$ cat config.mk
export PLATFORM = sky130hd
export DESIGN_NAME = div_sequencer
export DESIGN_NICKNAME = d
export VERILOG_FILES = /design/src/rtl/div_sequencer.sv
export SDC_FILE = /design/constraint.sdc
export NUM_CORES = 1
export LEC_CHECK = 0
export CAP_MARGIN = 25
export CORE_ASPECT_RATIO = 2
export CORE_MARGIN = 2
export CORE_UTILIZATION = 29
export DETAILED_ROUTE_END_ITERATION = 7
export REMOVE_ABC_BUFFERS = 1
export SYNTH_ARGS = -nofsm -noshare
export SYNTH_HDL_FRONTEND = slang
export SYNTH_SLANG_ARGS = --single-unit
$ cat constraint.sdc
create_clock -name clk -period 9.8 [get_ports clk]
set_clock_uncertainty 0.1 [all_clocks]
set_input_delay 1.47 -clock clk [delete_from_list [all_inputs] [get_ports clk]]
set_output_delay 1.47 -clock clk [all_outputs]
set_load 0.02 [all_outputs]
$ cat src/rtl/div_sequencer.sv
// Multi-cycle RV32M divide/remainder unit for the EX stage: restoring division on
// operand magnitudes with RISC-V sign, divide-by-zero and overflow handling.
module div_sequencer #(
    parameter int XLEN = 32
) (
    input  logic            clk,
    input  logic            rst,
    input  logic            start_i,
    input  logic [1:0]      op_i,
    input  logic [XLEN-1:0] a_i,
    input  logic [XLEN-1:0] b_i,
    input  logic            kill_i,
    input  logic            hold_i,
    output logic            busy_o,
    output logic            done_o,
    output logic [XLEN-1:0] result_o
);

    localparam int CW = $clog2(XLEN);

    typedef enum logic [1:0] {IDLE, CALC, DONE} state_t;

    state_t          state_q, state_d;
    logic [CW-1:0]   cnt_q, cnt_d;
    logic [XLEN-1:0] rem_q, rem_d;
    logic [XLEN-1:0] quo_q, quo_d;
    logic [XLEN-1:0] dvsr_q, dvsr_d;
    logic [XLEN-1:0] result_q, result_d;
    logic            negQ_q, negQ_d;
    logic            negR_q, negR_d;
    logic            isRem_q, isRem_d;

    logic            isSigned, aNeg, bNeg;
    logic [XLEN-1:0] aMag, bMag;
    logic [XLEN:0]   remShift, trial;
    logic [XLEN-1:0] remNext, quoNext, remFinal, quoFinal;
    logic            busyC, doneC;

    // Operand magnitudes for a new request, and one restoring-division step.
    // The shifted remainder is XLEN+1 bits wide so large unsigned divisors work.
    always_comb begin
        isSigned = ~op_i[0];
        aNeg     = isSigned & a_i[XLEN-1];
        bNeg     = isSigned & b_i[XLEN-1];
        aMag     = aNeg ? -a_i : a_i;
        bMag     = bNeg ? -b_i : b_i;
        remShift = {rem_q, quo_q[XLEN-1]};
        trial    = remShift - {1'b0, dvsr_q};
        remNext  = trial[XLEN] ? remShift[XLEN-1:0] : trial[XLEN-1:0];
        quoNext  = {quo_q[XLEN-2:0], ~trial[XLEN]};
        quoFinal = negQ_q ? -quoNext : quoNext;
        remFinal = negR_q ? -remNext : remNext;
    end

    always_comb begin
        state_d  = state_q;
        cnt_d    = cnt_q;
        rem_d    = rem_q;
        quo_d    = quo_q;
        dvsr_d   = dvsr_q;
        result_d = result_q;
        negQ_d   = negQ_q;
        negR_d   = negR_q;
        isRem_d  = isRem_q;
        busyC    = 1'b0;
        doneC    = 1'b0;
        case (state_q)
            IDLE: begin
                if (start_i && !kill_i) begin
                    busyC   = 1'b1;
                    isRem_d = op_i[1];
                    negQ_d  = aNeg ^ bNeg;
                    negR_d  = aNeg;
                    dvsr_d  = bMag;
                    rem_d   = '0;
                    quo_d   = aMag;
                    cnt_d   = '0;
                    // Corner cases resolve in one cycle without iterating.
                    if (b_i == '0) begin
                        result_d = op_i[1] ? a_i : '1;
                        state_d  = DONE;
                    end else if (isSigned && a_i == {1'b1, {(XLEN-1){1'b0}}} && b_i == '1) begin
                        result_d = op_i[1] ? '0 : a_i;
                        state_d  = DONE;
                    end else begin
                        state_d = CALC;
                    end
                end
            end
            CALC: begin
                if (kill_i) begin
                    state_d = IDLE;
                end else begin
                    busyC = 1'b1;
                    rem_d = remNext;
                    quo_d = quoNext;
                    cnt_d = cnt_q + 1'b1;
                    if (cnt_q == CW'(XLEN-1)) begin
                        result_d = isRem_q ? remFinal : quoFinal;
                        state_d  = DONE;
                    end
                end
            end
            DONE: begin
                if (kill_i) begin
                    state_d = IDLE;
                end else begin
                    doneC = 1'b1;
                    if (!hold_i) state_d = IDLE;
                end
            end
            default: state_d = IDLE;
        endcase
    end

    always_ff @(posedge clk or posedge rst) begin
        if (rst) begin
            state_q  <= IDLE;
            cnt_q    <= '0;
            rem_q    <= '0;
            quo_q    <= '0;
            dvsr_q   <= '0;
            result_q <= '0;
            negQ_q   <= 1'b0;
            negR_q   <= 1'b0;
            isRem_q  <= 1'b0;
        end else begin
            state_q  <= state_d;
            cnt_q    <= cnt_d;
            rem_q    <= rem_d;
            quo_q    <= quo_d;
            dvsr_q   <= dvsr_d;
            result_q <= result_d;
            negQ_q   <= negQ_d;
            negR_q   <= negR_d;
            isRem_q  <= isRem_d;
        end
    end

    assign busy_o   = busyC & ~rst;
    assign done_o   = doneC;
    assign result_o = result_q;

endmodule

==> qor.yml, run 1 <==
grt_pass1_wl_um: 67100
drtPass1Iterations: 5
cts_made_buffers: 17
globalRouteMet2Util_pct: 38.3
fin_ws_ns: 3.95
postCtsSetupRepairBufs: 0
core_area_sq_mm: 0.0403
p_clk_share_pct: 22.3
synth_top_area_share_pct: 29.1
io-pin-count: 105
cts_tree: "built"
r2r_setup_slack_ns: 3.95
synth_ff_type: "dfrtp_1"
cts.sinks: 138
cts_max_path_buffers: 2
setup_viol: 0
p_seq_share_pct: 28.0
drive_gt1_share_pct: 6.65
hp-start: "cnt_q[4]$_DFFE_PP0P_"
grtUsageMet1_pct: 20.2
slew_violations: 0
antenna_cells: 0
finalCritPeriodShare_pct: 59.7
worstSetupStartpoint: "quo_q[31]$_DFFE_PP0P_"
r2r_end: "result_o[26]$_DFFE_PP0P_"
period_minus_slack_ns: 5.85
die_w_um: 147
ys_ff_latch: 138
grt_max_degree: 93
vias_per_cell: 5.49
slew-limit-headroom_pct: 35.5
syn_inst: 1544
maxCapViolCount: 0
syn_avg_cell_area_sq_um: 7.68
clk_pin_slew_ns: 0.07
num_vias: 11700
p_sw_w: 0.00146
gr-total-overflow: 0
grt_use_total_pct: 20.2
syn_area_sq_mm: 0.0119
synth_most_common_cell: "nand2_1"
worstSetupStartpointType: "flip-flop"
min_path_type: "reg -> reg"
drt_wl_total_um: 43500
pwr-share-comb_pct: 49.7
ir_worst_vdd_mv: 0.129
place_ws_ns: 3.91
worstPathRequired_ns: 10.04
r2r_cells: 20
finalPower_w: 0.00318
port_buffers: 104
endpoint_kind: "flip-flop"
hpwl_um: 34000
antenna_found_initial: 0
arrival_ns: 6.09
rsz0062_at_grt: "no"
synthArstFlopShare_pct: 100
die_y_um: 290
timing.rr.start: "quo_q[31]$_DFFE_PP0P_"
grt_pass1_vias: 11800
ys_seq_area_share_pct: 29.1
design.die.area_sq_mm: 0.0426
rows: 104
syn_to_final_growth_pct: 18.5
power.internal_w: 0.00172
drcViolationCount: 0
htree_levels: 4
drt-wirelength-per-cell_um: 20.4
fmax_ghz: 0.171
worst_pin_slew_ns: 0.967
cts_resized: 0
tns_ns: 0
cp_max_fo: 15
cts-root-buf: "clkbuf_16"
cts_hold_buffers: 0
netlist_top_cells_area: "dfrtp_1 (29%), o21ai_0 (7.1%), nand2_1 (6.2%)"
p_leak_nw: 5.52
synthDistinctLibCells: 84
power.density_mw_per_mm2: 227
status: "finished clean"
initial_utilization_pct: 29.4
ant_nets: 0
use_met3_pct: 2.83
insertion_delay_ns: 0.46
synth_top_area_cell: "dfrtp_1"
hold_violations: 0
gp_congestion: 0.906
yosys_warnings: 0
nNetsFinal: 1706
synth_edf_count: 0
first_iter_violations: 873
cp-endpoint: "result_o[26]$_DFFE_PP0P_"
p_sw_share_pct: 46.0
criticalPathCategory: "reg -> reg"
synth_commonest_cells: "nand2_1 (197), o21ai_0 (168), dfrtp_1 (138), nor2_1 (135), a21oi_1 (121)"
grt-busiest-layer: "met2"
==> state kept, by name, summed over array words and instances (netlist names) <==
name,flops
cnt_q,5
state_q,2
rem_q,32
isRem_q,1
result_o,32
quo_q,32
dvsr_q,32
negR_q,1
negQ_q,1
==> cells by family (layout without fill, tap and decap cells) <==
group | Yosys count | after routing | synth area share [%]
AOI/OAI and AO/OA | 498 | 498 | 26.5
adders and majority gates | 42 | 42 | 4.45
and+or+nand+nor | 542 | 542 | 21.7
muxes | 42 | 42 | 3.63
xor gates and xnor gates | 130 | 130 | 9.60
buffers and inverters | 152 | 216 | 5.09
DFF | 138 | 138 | 29.1
==> critical path, cell delays in order, from the launching register on <==
cell	delay [ns]
dfrtp_1	0.42
inv_1	0.12
ha_1	0.17
inv_1	0.05
fa_1	0.41
a211oi_2	0.35
o211a_1	0.30
nor4_1	0.08
or3_4	0.37
o22ai_2	0.14
xnor2_2	0.14
buf_4	0.29
mux2i_1	0.33
ha_1	0.33
nand3_1	0.19
nor4_1	0.66
nand4_1	0.36
and2_1	0.32
o31ai_1	0.30
mux2i_1	0.22
a21oi_1	0.08
==> metal layers <==
metal  vias up  part of all wire (%)
met5         -                     0
met2       351                    54
met3       129                   3.4
li1       5665                     -
met1      5594                    36
met4         0                   6.8
==> worst min path at each step <==
stage	endpoint	slack, ns	cells past startpoint
after global routing	dvsr_q[9]$_DFFE_PP0P_	0.41	2
after detailed placement	cnt_q[4]$_DFFE_PP0P_	0.37	2
after CTS	cnt_q[4]$_DFFE_PP0P_	0.39	2
after global placement	cnt_q[4]$_DFFE_PP0P_	0.36	2
after floorplan	cnt_q[4]$_DFFE_PP0P_	0.35	2
final	cnt_q[4]$_DFFE_PP0P_	0.38	2
==> final cells by class <==
| class | instances | area [sq um] |
|---|---|---|
| clock buffers | 18 | 429 |
| clock inverters | 14 | 193 |
| fillers | 4301 | 26300 |
| inverters | 57 | 219 |
| multi-input cells | 1254 | 7840 |
| flip-flops and latches | 138 | 3450 |
| well taps | 530 | 663 |
| repair buffers | 127 | 1250 |
==> power by group through the flow <==
stage	Clock [W]	Combinational, W	Sequential [W]
2_1_floorplan	0	0.00109	0.000869
6_report	0.000712	0.00158	0.000891
3_3_place_gp	0	0.00154	0.000889
5_1_grt	0.000740	0.00175	0.000910
4_1_cts	0.000721	0.00157	0.000886
3_5_place_dp	0	0.00155	0.000894
==> stage by stage <==
| stage | hold slack (ns) | util [%] | cells | area [sq um] |
|---|---|---|---|---|
| final | 0.383 | 34.8 | 2138 | 14000 |
| after global routing | 0.413 | 34.8 | 2138 | 14000 |
| after CTS | 0.385 | 34.7 | 2136 | 14000 |
| after detailed placement | 0.371 | 33.1 | 2104 | 13400 |
| after global placement | 0.356 | 33.1 | 2103 | 13400 |
| after floorplan | 0.345 | - | 1449 | 11500 |
==> cell usage in the layout (no fill, tap or decap), drive strengths merged, types with 23 or more instances in the layout <==
cell and n:
nor3 40, or3 23, xnor2 60, a21oi 128, dfrtp 138, nand3 25, nand2 197, clkdlybuf4s50 104
o211ai 23, ha 39, nand4 24, mux2i 34, xor2 70, o31ai 28, buf 23, o21ai 179
nor2 135, inv 58
Note: power is estimated with default switching activity, not from simulation.
==> inputs of run 2 (changes only) <==
clock period = 4.84 ns   (was 9.8 ns; I/O delays follow)
==> run 2 against run 1 <==
Setup slack worse by 3.7 ns. Critical path depth is 2 higher. Die area stayed put. Sequential cell count stayed put. Global-route usage is 0.55 points higher. Sequential power is 100% higher. Clock power is 88% higher. Wire length is 2.0% higher. Count of clock-buffer cells in the layout stayed put. Highest routed layer unchanged.
==> qor.yml, run 2 (synthesized netlist as in run 1, its figures left out) <==
status: "finished clean"
antenna_cells: 0
core_area_sq_mm: 0.0403
ir_worst_vdd_mv: 0.275
io-pin-count: 105
pwr-share-comb_pct: 51.8
holdPathStages: 2
grt_pass1_wl_um: 68300
rsz0062_at_grt: "yes"
postCtsSetupRepairBufs: 0
first_iter_violations: 695
die_w_um: 147
design.die.area_sq_mm: 0.0426
drtPass1Iterations: 5
cts_max_path_buffers: 2
fin_ws_ns: 0.212
finalCritPeriodShare_pct: 95.6
cts-root-buf: "clkbuf_16"
worst_pin_slew_ns: 0.977
cts.sinks: 138
place_ws_ns: 0.00990
p_seq_share_pct: 27.5
min_to: "cnt_q[4]$_DFFE_PP0P_"
initial_utilization_pct: 29.4
worstSetupStartpointType: "flip-flop"
final_cells: 2183
cts_tree: "built"
cp_top_family: "compound AO/OA/AOI/OAI gates"
utilization_pct: 35.7
setup_viol: 0
cp_slowest_stage_delay_ns: 0.41
r2r_end: "result_o[28]$_DFFE_PP0P_"
num_vias: 11900
timing.rr.start: "quo_q[31]$_DFFE_PP0P_"
criticalPathCategory: "reg -> reg"
final_cell_mix: "nand2_1 (197), o21ai_0 (168), dfrtp_1 (138)"
cts_hold_buffers: 0
antenna_found_initial: 0
p_sw_share_pct: 46.0
arrival_ns: 4.90
drive_gt1_share_pct: 9.92
grt_max_degree: 98
p_clk_share_pct: 20.7
maxCapViolCount: 0
power.density_mw_per_mm2: 448
hpwl_um: 35600
cp_num_buf_inv: 4
grt_pass1_vias: 12100
fillCellCount: 4282
nNetsFinal: 1752
syn_to_final_growth_pct: 21.6
gr-total-overflow: 0
p_sw_w: 0.00298
hp-start: "cnt_q[4]$_DFFE_PP0P_"
endpoint_kind: "flip-flop"
final_common_cell: "nand2_1"
port_buffers: 104
period_minus_slack_ns: 4.63
cp_slowest_cell: "dfrtp_1"
clk_pin_slew_ns: 0.07
power.internal_w: 0.00349
grt_use_total_pct: 20.8
tns_ns: 0
min_path_type: "reg -> reg"
drt_wl_total_um: 44400
r2r_cells: 22
slew_violations: 0
placed_cells: 2151
rows: 104
insertion_delay_ns: 0.45
gp_congestion: 0.941
hold_violations: 0
ant_nets: 0
die_y_um: 290
cp_max_fo: 5
drt-wirelength-per-cell_um: 20.3
worstPathRequired_ns: 5.11
p_leak_nw: 5.74
drcViolationCount: 0
slew-limit-headroom_pct: 34.9
htree_levels: 4
fmax_ghz: 0.216
cts_made_buffers: 17
vias_per_cell: 5.43
r2r_setup_slack_ns: 0.21
crit_chain: "inv_1 -> ha_1 -> inv_1 -> fa_2 -> a211oi_4 -> o211a_1 -> nor4_1 -> or3_4 -> o22ai_2 -> xnor2_2 -> buf_4 -> inv_2 -> ha_1 -> nand3_1 -> or2_2 -> nand2b_2 -> o41ai_1 -> xnor2_1 -> nand2_1 -> a21oi_1 -> a21oi_1 -> o21ai_0"
-- run 2: cell count changes in the layout (fill, tap and decap cells not counted), sizes merged --
cell | before | now
inv | 58 | 59
bufinv | 4 | 2
buf | 23 | 69
-- run 2: what timing repair did --
item / in CTS / in global routing
resized for setup: 1 / 11
setup endpoints to repair: 1 / 11
pin swaps: 0 / 7
-- run 2: stage by stage --
stage	power [W]	hold slack [ns]	cell area [sq um]
after global placement	0.00500	0.356	13800
after CTS	0.00642	0.382	14400
after global routing	0.00691	0.398	14400
after floorplan	0.00397	0.345	11500
after detailed placement	0.00505	0.367	13800
final	0.00646	0.378	14400
-- run 2: per-layer routing --
layer / GRT usage (%) / wire length [um]
met5: 0 / 0
met2: 40.8 / 24500
met1: 19.4 / 15100
met4: 14.2 / 3330
met3: 2.70 / 1400
-- run 2: layout make-up --
cell class,instances,area (sq um),area share (%)
Clock inverter,13,141,0.981
Inverter,57,219,1.52
Timing Repair Buffer,173,1620,11.2
Clock buffer,18,439,3.05
Multi-Input combinational cell,1254,7890,54.7
Tap cell,530,663,4.60
Sequential cell,138,3450,24.0
-- run 2: worst reg2reg max path: cells and delay by family, from the launching register on --
family	cells	cell delay, ns
AOI/OAI and AO/OA	7	1.36
and+or+nand+nor	6	1.22
adders and majority gates	3	0.73
buffers and inverters	4	0.43
DFF	1	0.41
xor gates and xnor gates	2	0.33
-- run 2: power groups by stage --
stage / clock (W) / combinational [W] / sequential (W)
final: 0.00134 / 0.00335 / 0.00178
after global routing: 0.00140 / 0.00369 / 0.00182
after CTS: 0.00136 / 0.00329 / 0.00177
after detailed placement: 0 / 0.00326 / 0.00179
after global placement: 0 / 0.00322 / 0.00178
after floorplan: 0 / 0.00222 / 0.00176
-- run 2: how the worst max path moves through the flow --
stage                                     start                       end  slack (ns)  cells after the start
after floorplan           quo_q[31]$_DFFE_PP0P_  result_o[16]$_DFFE_PP0P_       -3.74                     19
after global routing      quo_q[31]$_DFFE_PP0P_  result_o[24]$_DFFE_PP0P_       -0.03                     19
after global placement    quo_q[31]$_DFFE_PP0P_  result_o[26]$_DFFE_PP0P_        0.14                     20
after CTS                 quo_q[31]$_DFFE_PP0P_  result_o[26]$_DFFE_PP0P_        0.01                     20
after detailed placement  quo_q[31]$_DFFE_PP0P_  result_o[26]$_DFFE_PP0P_        0.01                     20
final                     quo_q[31]$_DFFE_PP0P_  result_o[28]$_DFFE_PP0P_        0.21                     22
